## src/rtl/sev_segs_bcd_driver.sv

```systemverilog
// Multi-digit seven-segment driver: captures a binary value, converts it to BCD
// (shift-add-3, one bit per clock) or splits it into hex nibbles, and drives HEX digits.
module sev_segs_bcd_driver #(
  parameter int NUM_DIGITS = 6,
  parameter int DATA_WIDTH = 20,
  parameter int BLINK_DIV  = 25_000_000
) (
  input  logic                    clk,
  input  logic                    reset,
  input  logic                    load,
  input  logic [DATA_WIDTH-1:0]   value,
  input  logic                    mode_hex,
  input  logic                    blank_lz,
  input  logic                    blink_en,
  output logic                    busy,
  output logic                    done,
  output logic                    overflow,
  output logic [7*NUM_DIGITS-1:0] sev_segs
);

  localparam int BCD_W   = 4 * NUM_DIGITS;
  localparam int SEG_W   = 7 * NUM_DIGITS;
  localparam int PAD_W   = DATA_WIDTH + BCD_W;
  localparam int CNT_W   = $clog2(DATA_WIDTH + 1);
  localparam int BLINK_W = (BLINK_DIV > 1) ? $clog2(BLINK_DIV) : 1;

  typedef enum logic [1:0] {
    S_IDLE,
    S_CONVERT,
    S_UPDATE
  } state_t;

  state_t state, state_nxt;

  logic [CNT_W-1:0]      bit_cnt;
  logic                  mode_r;
  logic                  carry;
  logic                  shown;
  logic [DATA_WIDTH-1:0] shift_reg;
  logic [BCD_W-1:0]      bcd_reg;
  logic [BCD_W-1:0]      bcd_adj;
  logic [BCD_W-1:0]      disp_nibs;
  logic [PAD_W-1:0]      padded;
  logic [BCD_W-1:0]      upd_nibs;
  logic                  upd_ovf;
  logic [BCD_W-1:0]      src_nibs;
  logic                  src_ovf;
  logic                  src_vis;
  logic [SEG_W-1:0]      seg_nxt;
  logic [BLINK_W-1:0]    blink_cnt;
  logic                  blink_on;

  function automatic logic [6:0] decode(input logic [3:0] d);
    logic [6:0] s;
    case (d)
      4'h0: s = 7'h40;
      4'h1: s = 7'h79;
      4'h2: s = 7'h24;
      4'h3: s = 7'h30;
      4'h4: s = 7'h19;
      4'h5: s = 7'h12;
      4'h6: s = 7'h02;
      4'h7: s = 7'h78;
      4'h8: s = 7'h00;
      4'h9: s = 7'h10;
      4'hA: s = 7'h08;
      4'hB: s = 7'h03;
      4'hC: s = 7'h46;
      4'hD: s = 7'h21;
      4'hE: s = 7'h06;
      default: s = 7'h0E;
    endcase
    return s;
  endfunction

  function automatic logic [BCD_W-1:0] add3_all(input logic [BCD_W-1:0] b);
    logic [BCD_W-1:0] r;
    r = b;
    for (int i = 0; i < NUM_DIGITS; i++) begin
      if (b[4*i +: 4] >= 4'd5) r[4*i +: 4] = b[4*i +: 4] + 4'd3;
    end
    return r;
  endfunction

  // Builds the visible pattern: all-blank when hidden, dashes on overflow,
  // otherwise decoded digits with optional leading-zero suppression.
  function automatic logic [SEG_W-1:0] render(input logic [BCD_W-1:0] nibs,
                                              input logic vis, input logic ovf,
                                              input logic blz, input logic blank_all);
    logic [SEG_W-1:0] r;
    logic             lead;
    r    = '1;
    lead = 1'b1;
    if (vis && !blank_all) begin
      for (int k = NUM_DIGITS - 1; k >= 0; k--) begin
        if (nibs[4*k +: 4] != 4'h0) lead = 1'b0;
        if (ovf)                          r[7*k +: 7] = 7'h3F;
        else if (blz && lead && (k != 0)) r[7*k +: 7] = 7'h7F;
        else                              r[7*k +: 7] = decode(nibs[4*k +: 4]);
      end
    end
    return r;
  endfunction

  assign busy    = (state != S_IDLE);
  assign bcd_adj = add3_all(bcd_reg);
  assign padded  = {{BCD_W{1'b0}}, shift_reg};

  always_comb begin
    state_nxt = state;
    case (state)
      S_IDLE:    if (load) state_nxt = mode_hex ? S_UPDATE : S_CONVERT;
      S_CONVERT: if (bit_cnt == CNT_W'(1)) state_nxt = S_UPDATE;
      S_UPDATE:  state_nxt = S_IDLE;
      default:   state_nxt = S_IDLE;
    endcase
  end

  // In the update cycle the output register is fed from the fresh result so
  // sev_segs and done change on the same edge.
  always_comb begin
    upd_nibs = mode_r ? padded[BCD_W-1:0] : bcd_reg;
    upd_ovf  = mode_r ? (|padded[PAD_W-1:BCD_W]) : carry;
    src_nibs = disp_nibs;
    src_ovf  = overflow;
    src_vis  = shown;
    if (state == S_UPDATE) begin
      src_nibs = upd_nibs;
      src_ovf  = upd_ovf;
      src_vis  = 1'b1;
    end
    seg_nxt = render(src_nibs, src_vis, src_ovf, blank_lz, blink_en && !blink_on);
  end

  always_ff @(posedge clk or posedge reset) begin
    if (reset) begin
      state    <= S_IDLE;
      bit_cnt  <= '0;
      mode_r   <= 1'b0;
      carry    <= 1'b0;
      done     <= 1'b0;
      overflow <= 1'b0;
      shown    <= 1'b0;
      sev_segs <= '1;
    end else begin
      state    <= state_nxt;
      done     <= (state == S_UPDATE);
      sev_segs <= seg_nxt;
      case (state)
        S_IDLE: if (load) begin
          mode_r  <= mode_hex;
          carry   <= 1'b0;
          bit_cnt <= CNT_W'(DATA_WIDTH);
        end
        S_CONVERT: begin
          carry   <= carry | bcd_adj[BCD_W-1];
          bit_cnt <= bit_cnt - CNT_W'(1);
        end
        S_UPDATE: begin
          overflow <= upd_ovf;
          shown    <= 1'b1;
        end
        default: ;
      endcase
    end
  end

  always_ff @(posedge clk) begin
    case (state)
      S_IDLE: if (load) begin
        shift_reg <= value;
        bcd_reg   <= '0;
      end
      S_CONVERT: {bcd_reg, shift_reg} <= {bcd_adj[BCD_W-2:0], shift_reg, 1'b0};
      S_UPDATE:  disp_nibs <= upd_nibs;
      default: ;
    endcase
  end

  // Free-running blink timebase; phase starts visible out of reset.
  always_ff @(posedge clk or posedge reset) begin
    if (reset) begin
      blink_cnt <= '0;
      blink_on  <= 1'b1;
    end else if (blink_cnt == BLINK_W'(BLINK_DIV - 1)) begin
      blink_cnt <= '0;
      blink_on  <= ~blink_on;
    end else begin
      blink_cnt <= blink_cnt + BLINK_W'(1);
    end
  end

endmodule

```

## config.mk

```make
export PLATFORM = sky130hd
export DESIGN_NAME = sev_segs_bcd_driver
export DESIGN_NICKNAME = d
export VERILOG_FILES = /design/src/rtl/sev_segs_bcd_driver.sv
export SDC_FILE = /design/constraint.sdc
export NUM_CORES = 1
export LEC_CHECK = 0
export BUFFER_PORTS_ARGS = -buffer_cell sky130_fd_sc_hd__buf_2
export CORE_MARGIN = 2
export CORE_UTILIZATION = 35
export CTS_CLUSTER_DIAMETER = 150
export DETAILED_ROUTE_END_ITERATION = 7
export GPL_TIMING_DRIVEN = 0
export SYNTH_ARGS = -nofsm -noshare
export SYNTH_HDL_FRONTEND = slang
export SYNTH_SLANG_ARGS = --single-unit
```

## constraint.sdc

```tcl
create_clock -name clk -period 2.5 [get_ports clk]
set_input_delay 0.5 -clock clk [delete_from_list [all_inputs] [get_ports clk]]
set_output_delay 0.5 -clock clk [all_outputs]
set_load 0.05 [all_outputs]
```

==> Implementation_results.wiki, run 1 <==
{| class="wikitable"
! Metric !! Value
|-
| Run status || finished, final reports clean
|-
| Endpoint class of the critical path || flop
|-
| Tightest slew margin relative to the limit || 57.1%
|-
| Share of layout cells above drive strength 1 || 30.3%
|-
| Summed instance area of the synthesized netlist || 7890 um2
|-
| Fmax achieved || 0.405 GHz
|-
| Detailed Route Iter0 Violations || 246
|-
| Std-Cell Rows || 54
|-
| Predominant post-synthesis flop cell || sky130_fd_sc_hd__edfxtp_1
|-
| Relative contribution of combinational cells to total power || 52.6%
|-
| Library cell with the highest instance count after synthesis || sky130_fd_sc_hd__nor2_1
|-
| Net Switching || 6.67 mW
|-
| Largest net degree at the start of global routing || 60
|-
| Hold buffer count at cts || 0
|-
| Sink count of the clock tree || 148
|-
| Die boundary height || 154 um
|-
| Critical Setup Path Class || flop to flop
|-
| Later-pin clock latency in the skew report || 430 ps
|-
| Vias post-DR || 5,798
|-
| Register with the highest flop count || sev_segs
|-
| RePlAce Congestion || 0.883
|-
| Power Internal || 8.32 mW
|-
| Cell types occupying the most area after synthesis || sky130_fd_sc_hd__edfxtp_1, sky130_fd_sc_hd__dfstp_2, sky130_fd_sc_hd__dfrtp_1
|-
| Chip width || 154 um
|-
| I/O Pins || 71
|-
| Fin Hold WS || 27.9 ps
|-
| IR drop worst, VDD || 0.581 mV
|-
| Endpoints failing hold || 0
|-
| Global routing usage summed across all routing layers || 15.4%
|-
| Number of unique standard cell types used by synthesis || 60
|-
| Total placed instance area || 8650 um2
|-
| Number of enable flip-flop cells after synthesis || 44
|-
| GR Overflow Total || 0
|-
| Worst clock skew || 13.3 ps
|-
| Actual slew at the worst max-slew pin || 638 ps
|-
| Static leakage || 4.11 nW
|-
| Via density per instance || 5.02
|-
| Layout overhead on the synthesized area || 22.4%
|-
| Worst-path clk slew || 70 ps
|-
| Period utilisation layout || 98.8%
|-
| Number of flip-flops under the largest register name || 42
|-
| Routed wire length || 17.6 mm
|-
| Remaining antenna violation count after routing || 0
|-
| HP Class || primary input to asynchronous set/reset pin
|-
| Mean Syn Cell Area || 10.5 um2
|-
| Cells after Synth || 751
|-
| Yosys warning total || 0
|-
| Post-DP HPWL || 12.7 mm
|-
| Count of maximum capacitance violations || 0
|-
| Number of port buffers || 70
|-
| Registers with the highest flip-flop counts || sev_segs: 42 flops, blink_cnt: 25 flops
|-
| Number of clock buffers inserted by TritonCTS || 17
|-
| Proportion of total power due to net switching || 44.5%
|-
| Async set-reset flop share out of synthesis || 54.1%
|-
| Worst-case setup slack after placement || -706 ps
|-
| Final setup violation count || 0
|-
| P per Cell Area || 1550 nW/um2
|-
| Maximum fanout along the worst path || 10
|-
| Number of iterations in the first detailed-routing pass || 4
|-
| Most frequent cells after synthesis || sky130_fd_sc_hd__nor2_1, sky130_fd_sc_hd__nand2_1, sky130_fd_sc_hd__inv_1
|-
| Antenna fix cells || 0
|-
| Arrival time of the worst setup path || 2800 ps
|-
| Cell area after layout || 9650 um2
|-
| Synth Net Count || 825
|-
| Number of antenna violations at the first check in global routing || 0
|-
| Sequential fraction of design power || 29.1%
|-
| CTS tree || yes
|-
| Via count of the first global-routing pass || 5,570
|-
| Maximum clock path buffer count || 2
|-
| Core area || 22,000 um2
|-
| Total DRC errors in the routed layout || 0
|-
| Post-synthesis cell type with the largest combined area || sky130_fd_sc_hd__edfxtp_1
|-
| Die outline area || 23,700 um2
|-
| Buffer type at the clock tree root || sky130_fd_sc_hd__clkbuf_16
|-
| Pins Over Slew Limit || 0
|-
| #FFs+latches synth || 148
|-
| H-tree levels || 4
|-
| Fill cells || 2,089
|-
| Crit path setup slack, layout || 29.1 ps
|-
| Post-synthesis sequential area ratio || 48.9%
|-
| Area share of the largest cell type after synthesis || 16.8%
|-
| Nets || 937
|-
| Setup repair after global routing missed its margin || yes
|-
| First-pass GRT wire length || 28.8 mm
|-
| Clock group share of total power || 18.2%
|-
| Critical path launch point type || flop
|-
| Shortest period the worst path allows || 2470 ps
|-
| Data required time of the worst path || 2830 ps
|-
| Final routed wire length divided by cell count || 15.3 um
|-
| Effective utilization at floorplan || 35.9%
|-
| Fraction of the core area covered by cells at the end of the flow || 44.0%
|}
power by group through the flow:
stage,combinational [mW],sequential (mW),clock [mW]
after floorplan,4.54,5.39,0
after global placement,7.08,4.39,0
after detailed placement,7.18,4.39,0
after CTS,7.49,4.36,2.80
after global routing,8.65,4.49,2.90
final,7.89,4.37,2.73
placed cells by master, fill, tap and decap left out, types with 5 or more instances in the layout:
cell type	count
sky130_fd_sc_hd__clkbuf_16	17
sky130_fd_sc_hd__buf_2	75
sky130_fd_sc_hd__clkbuf_1	6
sky130_fd_sc_hd__xor2_1	21
sky130_fd_sc_hd__inv_1	45
sky130_fd_sc_hd__clkinv_4	5
sky130_fd_sc_hd__nor2_1	92
sky130_fd_sc_hd__o211ai_1	12
sky130_fd_sc_hd__a221o_1	8
sky130_fd_sc_hd__mux2i_4	6
sky130_fd_sc_hd__dfstp_2	43
sky130_fd_sc_hd__dfxtp_1	24
sky130_fd_sc_hd__xnor2_1	21
sky130_fd_sc_hd__edfxtp_1	44
sky130_fd_sc_hd__ha_1	42
sky130_fd_sc_hd__a21oi_1	27
sky130_fd_sc_hd__nand3_1	22
sky130_fd_sc_hd__nand4_1	5
sky130_fd_sc_hd__a21oi_2	11
sky130_fd_sc_hd__nor2b_1	5
sky130_fd_sc_hd__o21ai_0	26
sky130_fd_sc_hd__dfrtp_1	37
sky130_fd_sc_hd__mux2i_1	25
sky130_fd_sc_hd__a22oi_1	8
sky130_fd_sc_hd__buf_4	24
sky130_fd_sc_hd__mux2_2	27
sky130_fd_sc_hd__nor3_1	22
sky130_fd_sc_hd__nand2b_1	10
sky130_fd_sc_hd__nand2_1	62
sky130_fd_sc_hd__a211oi_1	6
path summary, 6_finish.rpt:
path	slack, ps	end	cells after the start	from
setup / recovery	30	sev_segs[20]	10	mode_r
hold / removal	30	blink_cnt[4]	2	reset
setup reg to reg	30	sev_segs[20]	10	mode_r
hold reg to reg	480	blink_cnt[4]	1	blink_cnt[4]
max in group asynchronous	1830	sev_segs[7]	3	reset
min in group clk	260	bit_cnt[3]	2	load
stage by stage:
step                      instances  setup TNS, ps  power, mW
final                          1156              0       15.0
after global routing           1156           -284       16.0
after CTS                      1145           -139       14.7
after detailed placement       1103         -13480       11.6
after global placement         1101         -76260       11.5
after floorplan                 751              0       9.92
per-layer routing:
metal / vias up / track usage [%] / part of all wire (%)
met1: 2819 / 21.5 / 49
met5: - / 0 / 0
met3: 21 / 3.18 / 3.9
li1: 2853 / - / -
met4: 0 / 5.12 / 1.7
met2: 105 / 23.8 / 46
timing repair:
item,CTS,global route
setup endpoints to repair,39,28
gates cloned,0,0
setup buffers,12,12
gates resized for setup,26,27
pin swaps,7,8
logic make-up (layout without fill, tap and decap cells):
logic type	count (synthesis)	in the layout	synth area share, %
AND/OR/NAND/NOR	246	246	14.8
AO/OA/AOI/OAI	132	132	10.8
multiplexers	61	61	9.14
flip-flops	148	148	48.9
adder cells (fa/ha/maj)	48	48	7.62
buffers and inverters	74	199	4.08
XOR/XNOR	42	42	4.67
critical path: stages (launching register included):
cell and delay, ps:
sky130_fd_sc_hd__dfrtp_1 380, sky130_fd_sc_hd__buf_12 130, sky130_fd_sc_hd__buf_12 140, sky130_fd_sc_hd__mux2i_1 360, sky130_fd_sc_hd__o21a_1 240, sky130_fd_sc_hd__ha_2 250
sky130_fd_sc_hd__nand3_2 140, sky130_fd_sc_hd__nor4_4 290, sky130_fd_sc_hd__buf_6 160, sky130_fd_sc_hd__a211oi_1 50, sky130_fd_sc_hd__o21ai_1 220
area by class of cell:
| type | count | area, um2 | area share (%) |
|---|---|---|---|
| repair buffers | 95 | 574 | 5.95 |
| clock buffers | 18 | 439 | 4.55 |
| inverters | 51 | 201 | 2.09 |
| well taps | 280 | 350 | 3.63 |
| clock inverters | 14 | 191 | 1.98 |
| flip-flops and latches | 148 | 3860 | 40.0 |
| multi-input cells | 529 | 3880 | 40.3 |
| plain buffers | 21 | 153 | 1.58 |
(Power assumes the default switching activity.)
==> inputs of run 2 (changes only) <==
CORE_MARGIN = not set   (was 2)
==> run 2 against run 1 <==
  * The run now ends with design-rule violations left
  * Wire length decreased by 0.60%
  * Register-to-register slack gained 80 ps
  * Global-route usage grew 0.45 points
  * Clock skew fell by 3.6 ps
  * Worst hold slack gained 62 ps
  * Die area shrank 2.6%
  * Critical path depth decreased by 1
  * Sequential share of layout area is 0.50 points higher
  * Via count shrank 1.1%
  * Core utilization shrank 0.53 points
  * First-iteration DRC count grew 33%
  * Largest power group unchanged
==> Implementation_results.wiki, run 2 (synthesis gave the netlist of run 1 again) <==
{| class="wikitable"
! Metric !! Value
|-
| Pins Over Slew Limit || 0
|-
| Via density per instance || 4.98
|-
| Aggregate negative setup slack || 0 ps
|-
| Detailed Route Iter0 Violations || 327
|-
| Maximum clock path buffer count || 2
|-
| Shortest period the worst path allows || 2390 ps
|-
| Tightest slew margin relative to the limit || 56.9%
|-
| HP Class || primary input to asynchronous set/reset pin
|-
| Count of maximum capacitance violations || 0
|-
| H-tree levels || 4
|-
| Nets || 933
|-
| Worst clock skew || 9.72 ps
|-
| Fill cells || 2,111
|-
| Fin Hold WS || 90.1 ps
|-
| Number of clock buffers inserted by TritonCTS || 17
|-
| Chip width || 152 um
|-
| Number of antenna violations at the first check in global routing || 0
|-
| Number of port buffers || 70
|-
| Endpoints failing hold || 0
|-
| Buffer type at the clock tree root || sky130_fd_sc_hd__clkbuf_16
|-
| Total DRC errors in the routed layout || 12
|-
| Run status || finished with violations
|-
| Routed wire length || 17.5 mm
|-
| Cell area after layout || 9540 um2
|-
| CTS tree || yes
|-
| Total placed instance area || 8650 um2
|-
| Static leakage || 4.04 nW
|-
| Via count of the first global-routing pass || 5,551
|-
| Critical Setup Path Class || flop to flop
|-
| Maximum fanout along the worst path || 10
|-
| Most common library cell in the layout ignoring fill and taps || sky130_fd_sc_hd__nor2_1
|-
| Sink count of the clock tree || 148
|-
| Capture instance of the worst register-to-register path || sev_segs[24]
|-
| Later-pin clock latency in the skew report || 430 ps
|-
| GR Overflow Total || 0
|-
| Worst-path clk slew || 70 ps
|-
| Number of iterations in the first detailed-routing pass || 8
|-
| Std-Cell Rows || 54
|-
| Die boundary height || 152 um
|-
| Core area || 22,000 um2
|-
| Registers with the highest flip-flop counts || sev_segs: 42 flops, blink_cnt: 25 flops
|-
| Layout overhead on the synthesized area || 20.9%
|-
| Final routed wire length divided by cell count || 15.2 um
|-
| Actual slew at the worst max-slew pin || 641 ps
|-
| Vias post-DR || 5,734
|-
| Period utilisation layout || 95.8%
|-
| Die outline area || 23,100 um2
|-
| Data required time of the worst path || 2780 ps
|-
| Antenna fix cells || 0
|-
| RePlAce Congestion || 0.836
|-
| Count of cells along the worst register-to-register path || 9
|-
| P per Cell Area || 1540 nW/um2
|-
| Fmax achieved || 0.418 GHz
|-
| Share of layout cells above drive strength 1 || 30.0%
|-
| I/O Pins || 71
|-
| Largest net degree at the start of global routing || 44
|-
| Post-DP HPWL || 12.5 mm
|-
| Critical path launch point type || flop
|-
| Final setup violation count || 0
|-
| Register with the highest flop count || sev_segs
|-
| Worst flop-to-flop path startpoint || mode_r
|-
| Endpoint class of the critical path || flop
|-
| Violations in the final reports || design-rule violations
|-
| Number of flip-flops under the largest register name || 42
|-
| IR drop worst, VDD || 0.581 mV
|-
| Effective utilization at floorplan || 35.9%
|-
| Commonest cells after routing, fill and taps aside || sky130_fd_sc_hd__nor2_1, sky130_fd_sc_hd__buf_2, sky130_fd_sc_hd__nand2_1
|-
| Setup slack on the worst flop-to-flop path || 110 ps
|-
| First-pass GRT wire length || 28.9 mm
|-
| Arrival time of the worst setup path || 2680 ps
|-
| Global routing usage summed across all routing layers || 15.8%
|-
| Remaining antenna violation count after routing || 0
|}
==> run 2: changes by cell type in the layout (fill, tap and decap cells not counted), moves of 2 or more <==
cell,change
sky130_fd_sc_hd__buf_4,-2
sky130_fd_sc_hd__mux2i_1,-2
sky130_fd_sc_hd__bufinv_16,-3
sky130_fd_sc_hd__clkinv_4,-2
sky130_fd_sc_hd__mux2i_2,+3
sky130_fd_sc_hd__clkbuf_16,+2
sky130_fd_sc_hd__inv_6,+3
sky130_fd_sc_hd__inv_8,-4
==> run 2: report_power, final <==
part,internal [mW],switching (mW)
combinational,2.86,4.92
clock,1.43,1.08
sequential,3.77,0.600
==> run 2: worst max path at each step <==
stage / slack (ps) / endpoint / start
after floorplan: 0.5 / sev_segs[8] / mode_r
after global placement: -1100 / bit_cnt[0] / reset
after detailed placement: -710 / sev_segs[13] / state[0]
after CTS: -1 / sev_segs[8] / mode_r
after global routing: -20 / sev_segs[20] / mode_r
final: 110 / sev_segs[24] / mode_r
==> run 2: layout make-up <==
type	count	area (um2)	area share [%]
Multi-Input combinational cell	529	3860	40.5
Buffer	20	134	1.40
Inverter	51	199	2.09
Clock buffer	21	493	5.17
Timing Repair Buffer	92	552	5.79
Tap cell	280	350	3.67
Clock inverter	11	86.3	0.905
Sequential cell	148	3860	40.5
==> run 2: repair_timing <==
item	CTS	global route
hold endpoints to repair	0	0
pin swaps	5	5
hold buffers	0	0
resized for setup	23	29
endpoints found under the setup margin	41	29
buffers inserted	13	8
==> run 2: routing by layer <==
metal / GRT usage (%) / wire length, um
met5: 0 / 0
met4: 4.13 / 168
met3: 3.82 / 604
met2: 24.8 / 8210
met1: 21.9 / 8550
==> run 2: metrics by stage <==
step           instances  setup slack (ps)  utilization, %  total power, mW
2_1_floorplan        751             0.487               -             9.92
3_3_place_gp        1101             -1100            39.2             11.5
3_5_place_dp        1103              -712            39.4             11.5
4_1_cts             1146             -1.12            42.8             14.4
5_1_grt             1152             -20.8            43.4             15.7
6_report            1152               106            43.4             14.7
==> run 2: critical path, stage by stage, from the launching register on <==
cell and delay, ps:
sky130_fd_sc_hd__dfrtp_2 420, sky130_fd_sc_hd__buf_12 160, sky130_fd_sc_hd__mux2i_1 320, sky130_fd_sc_hd__nor2_1 90, sky130_fd_sc_hd__a21oi_2 290, sky130_fd_sc_hd__ha_4 220
sky130_fd_sc_hd__nand3_2 90, sky130_fd_sc_hd__nor3_1 350, sky130_fd_sc_hd__nor2_1 140, sky130_fd_sc_hd__o311ai_0 160
==> inputs of run 3 (changes only) <==
ABC_CLOCK_PERIOD_IN_PS = 2500   (was not set)
RECOVER_POWER = 50   (was not set)
==> run 3 against run 2 <==
  * The run ends with design-rule violations, max-capacitance violations, max-slew violations left
  * Combinational power is essentially flat
  * Worst hold slack better by 190 ps
  * Largest power group unchanged
  * Core utilization hardly changed
  * Cell count did not move
  * Maximum frequency about the same
  * Sequential power about the same
  * Clock power barely moved
  * Global-route usage unchanged
==> Implementation_results.wiki, run 3 (synthesis gave the netlist of run 1 again) <==
{| class="wikitable"
! Metric !! Value
|-
| Std-Cell Rows || 54
|-
| Global routing usage summed across all routing layers || 15.8%
|-
| Static leakage || 4.03 nW
|-
| Register with the highest flop count || sev_segs
|-
| H-tree levels || 4
|-
| Maximum fanout along the worst path || 10
|-
| Sink count of the clock tree || 148
|-
| Chip width || 152 um
|-
| Largest net degree at the start of global routing || 44
|-
| Post-DP HPWL || 12.5 mm
|-
| Clock group share of total power || 17.1%
|-
| Relative contribution of combinational cells to total power || 53.1%
|-
| Detailed Route Iter0 Violations || 334
|-
| Critical Setup Path Class || flop to flop
|-
| GR Overflow Total || 0
|-
| Via count of the first global-routing pass || 5,551
|-
| Data required time of the worst path || 2780 ps
|-
| Period utilisation layout || 95.8%
|-
| Proportion of total power due to net switching || 45.0%
|-
| Number of port buffers || 70
|-
| Final setup violation count || 0
|-
| Pins Over Slew Limit || 38
|-
| Commonest cells after routing, fill and taps aside || sky130_fd_sc_hd__nor2_1, sky130_fd_sc_hd__buf_2, sky130_fd_sc_hd__nand2_1
|-
| Number of iterations in the first detailed-routing pass || 8
|-
| Number of clock buffers inserted by TritonCTS || 17
|-
| Count of maximum capacitance violations || 1
|-
| Setup slack on the worst flop-to-flop path || 110 ps
|-
| Routed wire length || 17.5 mm
|-
| Via density per instance || 4.98
|-
| I/O Pins || 71
|-
| Fraction of the core area covered by cells at the end of the flow || 43.4%
|-
| CTS tree || yes
|-
| Vias post-DR || 5,733
|-
| Registers with the highest flip-flop counts || sev_segs: 42 flops, blink_cnt: 25 flops
|-
| Antenna fix cells || 0
|-
| Number of flip-flops under the largest register name || 42
|-
| Power Internal || 8.06 mW
|-
| Net Switching || 6.60 mW
|-
| HP Class || primary input to flop
|-
| Share of layout cells above drive strength 1 || 29.8%
|-
| Die outline area || 23,100 um2
|-
| P per Cell Area || 1540 nW/um2
|-
| Tightest slew margin relative to the limit || -17.3%
|-
| Fmax achieved || 0.418 GHz
|-
| First-pass GRT wire length || 28.9 mm
|-
| Final routed wire length divided by cell count || 15.2 um
|-
| Worst-case setup slack after placement || -712 ps
|-
| Number of antenna violations at the first check in global routing || 0
|-
| Nets || 933
|-
| IR drop worst, VDD || 0.581 mV
|-
| Endpoints failing hold || 0
|-
| Buffer type at the clock tree root || sky130_fd_sc_hd__clkbuf_16
|-
| Worst-path clk slew || 60 ps
|-
| Actual slew at the worst max-slew pin || 1750 ps
|-
| Most common library cell in the layout ignoring fill and taps || sky130_fd_sc_hd__nor2_1
|-
| Aggregate negative setup slack || 0 ps
|-
| Maximum clock path buffer count || 2
|-
| RePlAce Congestion || 0.836
|-
| Worst clock skew || 9.72 ps
|-
| Core area || 22,000 um2
|-
| Effective utilization at floorplan || 35.9%
|-
| Fill cells || 2,112
|-
| Die boundary height || 152 um
|-
| Violations in the final reports || design-rule violations, max-capacitance violations, max-slew violations
|-
| Arrival time of the worst setup path || 2680 ps
|-
| Critical path launch point type || flop
|-
| Total DRC errors in the routed layout || 12
|-
| Run status || finished with violations
|-
| Layout overhead on the synthesized area || 20.9%
|-
| Remaining antenna violation count after routing || 0
|-
| Endpoint class of the critical path || flop
|-
| Sequential fraction of design power || 29.8%
|-
| Shortest period the worst path allows || 2390 ps
|-
| Crit path setup slack, layout || 106 ps
|-
| Later-pin clock latency in the skew report || 430 ps
|}
## run 3: changes by cell type in the layout (fill, tap and decap cells not counted), sizes merged
cell,before,now
clkbuf,28,29
clkinvlp,1,2
inv,56,55
buf,105,104
## run 3: worst max-delay path: stages, from the launching register on
cell and delay [ps]:
sky130_fd_sc_hd__dfrtp_2 420, sky130_fd_sc_hd__buf_12 160, sky130_fd_sc_hd__mux2i_1 320, sky130_fd_sc_hd__nor2_1 90, sky130_fd_sc_hd__a21oi_2 290, sky130_fd_sc_hd__ha_4 220, sky130_fd_sc_hd__nand3_2 90, sky130_fd_sc_hd__nor3_1 350
sky130_fd_sc_hd__nor2_1 140, sky130_fd_sc_hd__o311ai_0 160
## run 3: layout make-up
| type | instances | area (um2) | area share, % |
|---|---|---|---|
| multi-input combinational | 529 | 3860 | 40.5 |
| sequential | 148 | 3860 | 40.5 |
| timing repair buffer | 92 | 551 | 5.78 |
| clock buffer | 21 | 493 | 5.17 |
| tap | 280 | 350 | 3.68 |
| inverter | 51 | 198 | 2.07 |
| buffer | 20 | 134 | 1.40 |
| clock inverter | 11 | 86.3 | 0.906 |
## run 3: final timing paths
kind,startpoint,end,cells past startpoint
min in group asynchronous,reset,blink_cnt[4],2
max in group asynchronous,reset,mode_r,2
worst max-delay path,mode_r,sev_segs[24],9
worst min-delay path,load,bit_cnt[3],2
worst max register to register,mode_r,sev_segs[24],9
worst min register to register,shown,shown,1
## run 3: power by group through the flow
stage	registers, mW	clock network (mW)	logic (mW)
floorplan	5.39	0	4.54
global placement	4.38	0	7.08
detailed placement	4.38	0	7.15
CTS	4.35	2.57	7.46
global route	4.49	2.68	8.56
finish	4.37	2.51	7.78
## run 3: metal layers
metal | share of wire (%) | track usage, % | vias up
met5 | 0 | 0 | -
met4 | 0.96 | 4.13 | 0
met3 | 3.5 | 3.82 | 13
met2 | 47 | 24.8 | 92
met1 | 49 | 21.9 | 2769
li1 | - | - | 2859
## run 3: stage by stage
stage / hold slack, ps / instances / area, um2 / total power [mW]
floorplan: 424 / 751 / 7900 / 9.92
CTS: 112 / 1146 / 9400 / 14.4
finish: 281 / 1152 / 9530 / 14.7
global placement: 447 / 1101 / 8600 / 11.5
detailed placement: 447 / 1103 / 8650 / 11.5
global route: 274 / 1152 / 9530 / 15.7
## run 3: timing repair
action,4_1_cts,5_1_grt
pin swaps,5,5
hold buffers,0,0
setup buffers,13,8
endpoints found under the setup margin,41,29
resized for setup,23,29
